File: src/rtl/seg_scan_bcd_if.sv
// seg_scan_bcd_if: ALU-side load/busy bundle for the display back-end.
// Carries hex_sel only when SEG_SCAN_HEX_MODE_EN is defined.
interface seg_scan_bcd_if #(
  parameter int DATA_W = 8
);
  logic [DATA_W-1:0] value;
  logic              neg;
  logic              load;
  logic              busy;
`ifdef SEG_SCAN_HEX_MODE_EN
  logic              hex_sel;

  modport master (
    output value, neg, load, hex_sel,
    input  busy
  );

  modport slave (
    input  value, neg, load, hex_sel,
    output busy
  );
`else
  modport master (
    output value, neg, load,
    input  busy
  );

  modport slave (
    input  value, neg, load,
    output busy
  );
`endif
endinterface

File: src/rtl/seg_scan_bcd.sv
// seg_scan_bcd: double-dabble binary-to-BCD plus 7-seg anode scan.
// Optional raw-hex display path enabled by SEG_SCAN_HEX_MODE_EN.
module seg_scan_bcd #(
  parameter int DATA_W     = 8,
  parameter int BCD_DIGITS = 3,
  parameter int NUM_DIGITS = 4,
  parameter int SCAN_DIV   = 100000
) (
  input  logic          CLK100MHZ,
  input  logic          rst,
  seg_scan_bcd_if.slave bus,
  input  logic          DispCont,
  output logic [7:0]    AN,
  output logic [6:0]    seg
);
  localparam int HEX_N = (DATA_W + 3) / 4;
  localparam int DISP_N =
    (BCD_DIGITS > HEX_N) ? BCD_DIGITS : HEX_N;
  localparam int BW = 4 * BCD_DIGITS;
  localparam int DW = 4 * DISP_N;
  localparam int CW =
    (SCAN_DIV > 1) ? $clog2(SCAN_DIV) : 1;
  localparam int NW =
    (DATA_W > 1) ? $clog2(DATA_W) : 1;

  typedef enum logic [1:0] {
    IDLE,
    SHIFT,
    COMMIT
  } state_e;

  state_e            state_q, state_d;
  logic [DATA_W-1:0] sh_q, sh_d;
  logic [BW-1:0]     bcd_q, bcd_d;
  logic [BW-1:0]     adj;
  logic [NW-1:0]     cnt_q, cnt_d;
  logic              neg_lat_q, neg_lat_d;
  logic              hex_q, hex_d;
  logic              busy_q, busy_d;
  logic [DW-1:0]     disp_q, disp_d;
  logic              disp_neg_q, disp_neg_d;
  logic [CW-1:0]     scan_q, scan_d;
  logic [2:0]        idx_q, idx_d;
  logic [7:0]        an_q, an_d;
  logic [6:0]        seg_q, seg_d;
  logic              hex_req;
  logic [3:0]        dig;
  logic [6:0]        code;
  logic              blank;
  int                msd;

`ifdef SEG_SCAN_HEX_MODE_EN
  assign hex_req = bus.hex_sel;
`else
  assign hex_req = 1'b0;
`endif

  assign bus.busy = busy_q;
  assign AN       = an_q;
  assign seg      = seg_q;

  function automatic logic [6:0] seg_of(
    input logic [3:0] d
  );
    logic [6:0] s;
    case (d)
      4'h0:    s = 7'h40;
      4'h1:    s = 7'h79;
      4'h2:    s = 7'h24;
      4'h3:    s = 7'h30;
      4'h4:    s = 7'h19;
      4'h5:    s = 7'h12;
      4'h6:    s = 7'h02;
      4'h7:    s = 7'h78;
      4'h8:    s = 7'h00;
      4'h9:    s = 7'h10;
      4'hA:    s = 7'h08;
      4'hB:    s = 7'h03;
      4'hC:    s = 7'h46;
      4'hD:    s = 7'h21;
      4'hE:    s = 7'h06;
      default: s = 7'h0E;
    endcase
    return s;
  endfunction

  // Conversion FSM state register
  always_ff @(posedge CLK100MHZ) begin
    if (rst) begin
      state_q <= IDLE;
    end else begin
      state_q <= state_d;
    end
  end

  // Conversion FSM next state
  always_comb begin
    state_d = state_q;
    unique case (state_q)
      IDLE: begin
        if (bus.load) begin
          state_d = hex_req ? COMMIT : SHIFT;
        end
      end
      SHIFT: begin
        if (cnt_q == NW'(DATA_W - 1)) begin
          state_d = COMMIT;
        end
      end
      COMMIT:  state_d = IDLE;
      default: state_d = IDLE;
    endcase
  end

  // Conversion datapath: latch, add-3/shift, commit to display
  always_comb begin
    sh_d       = sh_q;
    bcd_d      = bcd_q;
    cnt_d      = cnt_q;
    neg_lat_d  = neg_lat_q;
    hex_d      = hex_q;
    disp_d     = disp_q;
    disp_neg_d = disp_neg_q;
    adj        = bcd_q;
    for (int i = 0; i < BCD_DIGITS; i++) begin
      if (bcd_q[4*i +: 4] >= 4'd5) begin
        adj[4*i +: 4] = bcd_q[4*i +: 4] + 4'd3;
      end
    end
    unique case (state_q)
      IDLE: begin
        if (bus.load) begin
          sh_d      = bus.value;
          neg_lat_d = bus.neg;
          hex_d     = hex_req;
          bcd_d     = '0;
          cnt_d     = '0;
        end
      end
      SHIFT: begin
        bcd_d = {adj[BW-2:0], sh_q[DATA_W-1]};
        sh_d  = sh_q << 1;
        cnt_d = cnt_q + 1'b1;
      end
      COMMIT: begin
        disp_d = '0;
        if (hex_q) begin
          disp_d[DATA_W-1:0] = sh_q;
        end else begin
          disp_d[BW-1:0] = bcd_q;
        end
        disp_neg_d = neg_lat_q & ~hex_q;
      end
      default: ;
    endcase
    busy_d = (state_d != IDLE);
  end

  // Scan timing and slot formatting
  always_comb begin
    scan_d = scan_q + 1'b1;
    idx_d  = idx_q;
    if (scan_q == CW'(SCAN_DIV - 1)) begin
      scan_d = '0;
      if (idx_q == 3'(NUM_DIGITS - 1)) begin
        idx_d = '0;
      end else begin
        idx_d = idx_q + 3'd1;
      end
    end
    msd = 0;
    dig = '0;
    for (int i = 0; i < DISP_N; i++) begin
      if (disp_q[4*i +: 4] != 4'd0) begin
        msd = i;
      end
      if (int'(idx_q) == i) begin
        dig = disp_q[4*i +: 4];
      end
    end
    blank = 1'b0;
    if (int'(idx_q) <= msd) begin
      code = seg_of(dig);
    end else if (disp_neg_q && (|disp_q) &&
                 int'(idx_q) == msd + 1) begin
      code = 7'h3F;
    end else begin
      code  = 7'h7F;
      blank = 1'b1;
    end
    seg_d = code;
    if (scan_q == '0 || !DispCont || blank) begin
      an_d = 8'hFF;
    end else begin
      an_d = ~(8'h01 << idx_q);
    end
  end

  // Datapath, display and pin registers
  always_ff @(posedge CLK100MHZ) begin
    if (rst) begin
      sh_q       <= '0;
      bcd_q      <= '0;
      cnt_q      <= '0;
      neg_lat_q  <= 1'b0;
      hex_q      <= 1'b0;
      busy_q     <= 1'b0;
      disp_q     <= '0;
      disp_neg_q <= 1'b0;
      scan_q     <= '0;
      idx_q      <= '0;
      an_q       <= 8'hFF;
      seg_q      <= 7'h7F;
    end else begin
      sh_q       <= sh_d;
      bcd_q      <= bcd_d;
      cnt_q      <= cnt_d;
      neg_lat_q  <= neg_lat_d;
      hex_q      <= hex_d;
      busy_q     <= busy_d;
      disp_q     <= disp_d;
      disp_neg_q <= disp_neg_d;
      scan_q     <= scan_d;
      idx_q      <= idx_d;
      an_q       <= an_d;
      seg_q      <= seg_d;
    end
  end
endmodule

File: src/flat_wrapper.sv
// flat-port wrapper written by rule: the top's interface ports become plain ports
module seg_scan_bcd_flat 
#(
  parameter int DATA_W     = 8,
  parameter int BCD_DIGITS = 3,
  parameter int NUM_DIGITS = 4,
  parameter int SCAN_DIV   = 100000
)
  (CLK100MHZ, rst, DispCont, AN, seg, bus_value, bus_neg, bus_load, bus_busy);
  seg_scan_bcd_if #(.DATA_W(DATA_W)) bus_i ();
  input  logic CLK100MHZ;
  input  logic rst;
  input  logic DispCont;
  output logic [7:0] AN;
  output logic [6:0] seg;
  input wire logic [$bits(bus_i.value)-1:0] bus_value;
  input wire logic [$bits(bus_i.neg)-1:0] bus_neg;
  input wire logic [$bits(bus_i.load)-1:0] bus_load;
  output wire logic [$bits(bus_i.busy)-1:0] bus_busy;
  assign bus_i.value = bus_value;
  assign bus_i.neg = bus_neg;
  assign bus_i.load = bus_load;
  assign bus_busy = bus_i.busy;
  seg_scan_bcd #(.DATA_W(DATA_W), .BCD_DIGITS(BCD_DIGITS), .NUM_DIGITS(NUM_DIGITS), .SCAN_DIV(SCAN_DIV)) u_core (.CLK100MHZ(CLK100MHZ), .rst(rst), .bus(bus_i), .DispCont(DispCont), .AN(AN), .seg(seg));
endmodule
File: config.mk
export PLATFORM = sky130hd
export DESIGN_NAME = seg_scan_bcd_flat
export DESIGN_NICKNAME = d
export VERILOG_FILES = /design/src/rtl/seg_scan_bcd_if.sv /design/src/rtl/seg_scan_bcd.sv /design/src/flat_wrapper.sv
export SDC_FILE = /design/constraint.sdc
export NUM_CORES = 1
export LEC_CHECK = 0
export BUFFER_PORTS_ARGS = -buffer_cell sky130_fd_sc_hd__buf_4
export CAP_MARGIN = 10
export CORE_UTILIZATION = 59
export DETAILED_ROUTE_END_ITERATION = 8
export PLACE_DENSITY = 0.86
export SKIP_LAST_GASP = 1
export SLEW_MARGIN = 20
export SYNTH_ARGS = -nofsm -noshare
export SYNTH_HDL_FRONTEND = slang
export SYNTH_SLANG_ARGS = --single-unit
File: constraint.sdc
create_clock -name CLK100MHZ -period 3.6 [get_ports CLK100MHZ]
set_input_delay 0.72 -clock CLK100MHZ [delete_from_list [all_inputs] [get_ports CLK100MHZ]]
set_output_delay 0.72 -clock CLK100MHZ [all_outputs]
set_load 0.05 [all_outputs]
==> After elaboration in Yosys (flattened, before gate mapping) <==
Memory sizes are Yosys's and may differ from the RTL's.
Index checks and enable logic that the tools add are counted.
{ "classes": {"addsub": 7, "magnitude_cmp": 4, "n_eq_ne": 9, "shift": 1, "mux": 22, "bitwise_logic": 1, "n_reduce_logical": 17} }
{ "ops": {"columns": ["cell", "count"], "rows": [
  ["== test 4 x 32 -> 1 bit", 1],
  ["case mux 12 bit (2 select lines)", 1],
  ["2-to-1 mux 4 bit", 5],
  ["adder 17 x 1 -> 17 bit, second input constant", 1],
  ["== test 17 bit, second input constant", 1],
  ["zero test 17 bit", 1],
  ["case mux 8 bit (2 select lines)", 1],
  ["2-to-1 mux 7 bit", 2],
  ["greater-or-equal comparator 4 x 3 -> 1 bit, second input constant", 3],
  ["2-to-1 mux 12 bit", 1],
  ["OR reduction 12 bit", 1],
  ["2-to-1 mux 3 bit", 3],
  ["adder 4 x 2 -> 4 bit, second input constant", 2],
  ["2-to-1 mux 8 bit", 1],
  ["NOT 8 bit", 1],
  ["nonzero test 4 bit", 2],
  ["<< shifter 1 x 3 -> 8 bit, first input constant", 1],
  ["adder 3 x 1 -> 3 bit, second input constant", 2],
  ["== test 3 x 2 -> 1 bit, second input constant", 2],
  ["== test 3 bit, second input constant", 2],
  ["2-to-1 mux 2 bit", 3],
  ["case mux 3 bit (2 select lines)", 1],
  ["case mux 2 bit (2 select lines)", 1],
  ["AND reduction 2 bit", 2],
  ["14 further kinds", 20]
]} }
{ "totals": {"register_bits": 75, "romBits": 112, "output_inout_bits": 16, "elab_cells": 74, "memories": 1} }
{ "memory_table": {"columns": ["name", "words", "width", "rd", "rd_ports_with_merged_regs", "write_ports", "line", "source"], "rows": [
  ["(name not given)", 16, 7, 1, 0, 0, "seg_scan_bcd.sv:66", "case (d)"]
]} }

==> Logic depth before layout (Yosys ltp) <==
{ "logic_depth": {"word_depth": 10, "ltp_mapped": 11, "depth_no_buf": 11} }

==> Least setup slack after synthesis <==
No wires, ideal clock.
{ "synth_timing": {"path_kind": "reg2reg", "from": "register u_core.idx_q[1]", "to": "register u_core.seg_q[6] (netlist: u_core.seg[6])", "setup_ns": 0.115, "t_arrival_ns": 2.408, "t_required_ns": 3.485, "slack_ns": 1.076, "path_stages_with_launch": 10, "path_buffers": 0, "synth_period_minus_slack_ns": 2.524, "path_cell_list": "dfxtp_1 inv_1 ha_1 nand3b_1 a221oi_1 inv_1 ha_1 mux2_2 a22o_1 a31o_1"} }
{ "synth_via": {"elab_chain_len": 6} }
{ "synth_lines": {"columns": ["element", "line", "source"], "rows": [
  ["start: declaration", "seg_scan_bcd.sv:43", "logic [2:0] idx_q, idx_d;"],
  ["start signal: assignment", "seg_scan_bcd.sv:224", "idx_q <= idx_d;"],
  ["zero test 3 bit", "seg_scan_bcd.sv:177", "if (int'(idx_q) == i) begin"],
  ["2-to-1 mux 4 bit (3 in series)", "seg_scan_bcd.sv:177", null],
  ["memory (16 x 7 bit)", null, null],
  ["2-to-1 mux 7 bit (*)", "seg_scan_bcd.sv:182", "if (int'(idx_q) <= msd) begin"],
  ["end signal: assignment", "seg_scan_bcd.sv:226", "seg_q <= seg_d;"],
  ["end: declaration", "seg_scan_bcd.sv:45", "logic [6:0] seg_q, seg_d;"]
]} }
Mark *: on every way between the ends. The rest lies on a longest branch, timed or not.
A chain may end at the register's enable or synchronous reset.

==> Final worst setup path <==
Same ends and word-level chain as after synthesis.

==> run_results.csv <==
group,metric,value,unit
clocking,htreeDepth,3,
floorplanning,rows,27,
sta,final.setup.tns,0,ps
detailed_routing,wl_per_cell,13.62,microns
setup_path,r2r_cells,9,
synth,yosysTopAreaCellShare,43.31,%
grt,grt_max_degree,46,
floorplanning,coreArea,0.005574,sq mm
detailed_routing,drt_pass1_iterations,4,
synth,yosysMostFrequentCell,"dfxtp_1",
power,p_leak,0.001533,uW
grt,overflow,0,
min_path,hold_path_class,"flop to flop",
synth,postSynthAreaPerCell,8.582,sq um
clocking,clk_pin_slew,80,ps
finish,antenna_cells,0,
synth,yosysUniqueCellTypes,50,
clocking,cts_tree,"yes",
floorplanning,io_pins,29,
sta,tightest_slew,791.8,ps
sta,rsz0062_at_grt,"false",
detailed_routing,drc_errors,0,
sta,final-max-slew-violation-count,0,
sta,fin_skew,13.90,ps
sta,setup_viol,0,
detailed_routing,drt_wl_total,6.987,mm
grt,grt_pass1_vias,2726,
synth,syn_area,0.003467,sq mm
sta,min_period_over_period,80.18,%
power,ir_drop,0.3134,mV
sta,hold_viol,0,
synth,synth_common_cells,"dfxtp_1, nand2_1, nor2_1",
detailed_routing,viasPerCell,5.655,
sta,slew_headroom,47.02,%
synth,synth_area_leaders,"dfxtp_1, ha_1, nand2_1",
synth,yosysSeqAreaShare,43.31,%
floorplanning,dieArea,0.006187,sq mm
placement,gp_congestion,0.8666,
synth,synthArstFlopShare,0,%
power,power.density,436.3,mW/mm^2
setup_path,path_class,"flop to flop",
floorplanning,die_x,78.66,microns
synth,synth-seq-cells,75,
grt,antenna_found_initial,0,
setup_path,crit_required,3850,ps
detailed_routing,final_antenna_net_count,0,
finish,final_nets,471,
finish,area_delta_synth_final,14.36,%
synth,synth_edf_count,0,
sta,fmax,346.4,MHz
setup_path,cp_cell_sequence,"inv_1 > ha_1 > nand3b_1 > a221oi_1 > inv_1 > ha_1 > mux2_2 > a22o_1 > a31o_1",
floorplanning,die_h,78.66,microns
clocking,cts-hold-fix-buffers,0,
setup_path,cp_slowest_stage_delay,560,ps
synth,synthCells,404,
placement,dp_hpwl,4.791,mm
sta,post-route-min-period,2887,ps
detailed_routing,drt-initial-drc-count,188,
setup_path,cp-start-kind,"flop",
clocking,cts.repair.resized,0,
outcome,status,"finished, final reports clean",
setup_path,cp_max_fo,9,
synth,ys.flop_type,"dfxtp_1",
floorplanning,start_util,62.20,%
clocking,clk_path_buf_depth,2,
synth,synth_top_cell_by_area,"dfxtp_1",
clocking,clock_latency,350,ps
finish,final_layout_size_suffix_gt1_share,12.24,%
setup_path,critPathSlowestCell,"a221oi_1",
flow_run,drv_cap,0,
clocking,cts_root_buf,"clkbuf_8",
grt,grt_pass1_wl,11.65,mm
setup_path,arrival,3140,ps
clocking,post_cts_buffers,0,
power,finalPower,1730,uW
grt,grt_util_all_layers,23.90,%
setup_path,cp-end-kind,"flop",
min_path,holdPathStages,2,
finish,fill_cells,420,
synth,yosysWarnings,0,
clocking,clkSinkCount,75,
detailed_routing,vias,2901,
placement,io_buffers,28,
clocking,numCtsBuffers,9,
path summary, 6_finish.rpt:
path | start | end | slack, ps
min | u_core.neg_lat_q$_SDFFE_PP0P_ | u_core.disp_neg_q$_SDFFE_PP0N_ | 460
max | u_core.idx_q[1]$_SDFFE_PP0P_ | u_core.seg[6]$_SDFF_PP1_ | 710
max reg2reg | u_core.idx_q[1]$_SDFFE_PP0P_ | u_core.seg[6]$_SDFF_PP1_ | 710
min reg2reg | u_core.neg_lat_q$_SDFFE_PP0P_ | u_core.disp_neg_q$_SDFFE_PP0N_ | 460
final cells by class:
class,instances,area [sq um],share of cell area (%)
Clock buffer,11,151.4,3.818
Inverter,22,82.58,2.083
Timing Repair Buffer,32,240.2,6.059
Multi-Input combinational cell,296,1815,45.79
Clock inverter,5,83.83,2.114
Tap cell,72,90.09,2.272
Sequential cell,75,1501,37.87
power breakdown:
| group | internal, uW | switching [uW] |
|---|---|---|
| Sequential | 851 | 12.2 |
| Combinational | 40.8 | 76.5 |
| Clock | 430 | 320 |
logic make-up (layout without fill, tap and decap cells):
logic type | after synthesis | in the layout | share of synthesized area [%]
compound gates | 78 | 78 | 14.54
simple gates | 166 | 166 | 22.63
flops | 75 | 75 | 43.31
fa+ha+maj | 22 | 22 | 7.939
other cells | 1 | 4 | 0.1082
xor+xnor | 20 | 20 | 5.052
buf+inv | 36 | 70 | 4.655
mux | 6 | 6 | 1.768
state kept, by name, indices dropped and copies added (netlist names):
register,count
u_core.scan_q,17
u_core.bcd_q,12
u_core.disp_q,12
u_core.AN,8
u_core.sh_q,8
u_core.seg,7
u_core.cnt_q,3
u_core.idx_q,3
u_core.state_q,2
u_core.bus.busy,1
u_core.disp_neg_q,1
u_core.neg_lat_q,1
per-stage QoR:
| stage | util, % | std cells | hold WS [ps] | area (sq um) | worst slack [ps] |
|---|---|---|---|---|---|
| after floorplan | - | 407 | 431.2 | 3478 | 1076 |
| after global placement | 66.91 | 497 | 446.9 | 3730 | 911.6 |
| after detailed placement | 66.91 | 497 | 448.2 | 3730 | 773.2 |
| after CTS | 71.13 | 513 | 460.1 | 3965 | 769.7 |
| after global routing | 71.13 | 513 | 495.1 | 3965 | 524.3 |
| final | 71.13 | 513 | 458.5 | 3965 | 713.4 |
critical path, delay by kind of cell (launching register included):
| family | cells | cell delay [ps] |
|---|---|---|
| AOI/OAI and AO/OA | 3 | 1000 |
| adders and majority gates | 2 | 550 |
| DFF | 1 | 440 |
| buffers and inverters | 2 | 330 |
| muxes | 1 | 270 |
| and+or+nand+nor | 1 | 200 |
placed cells by master, fill, tap and decap left out, types with 3 or more instances in the layout:
cell,instances
buf_4,32
o21ai_0,7
nor2b_1,6
a311oi_1,4
nand2_1,59
a211oi_1,5
mux2i_1,5
o22ai_1,4
and2_1,3
conb_1,4
nand3b_1,4
clkbuf_8,11
inv_1,22
xor2_1,8
nor3_1,7
ha_1,22
nor4_1,7
nand3_1,11
nand2b_1,6
dfxtp_1,75
a22oi_1,8
xnor2_1,12
a21oi_1,30
a221oi_1,3
nor2_1,50
o211ai_1,5
routing by layer:
metal  share of wire, %  global-route usage (%)  wire length, microns  up-vias
li1                   -                       -                     -     1446
met1                 44                   27.29                  3106     1378
met2                 49                   41.13                  3457       66
met3                4.1                   5.930                   286       11
met4                2.0                   12.04                   137        0
met5                  0                       0                     0        -
(Power assumes the default switching activity.)
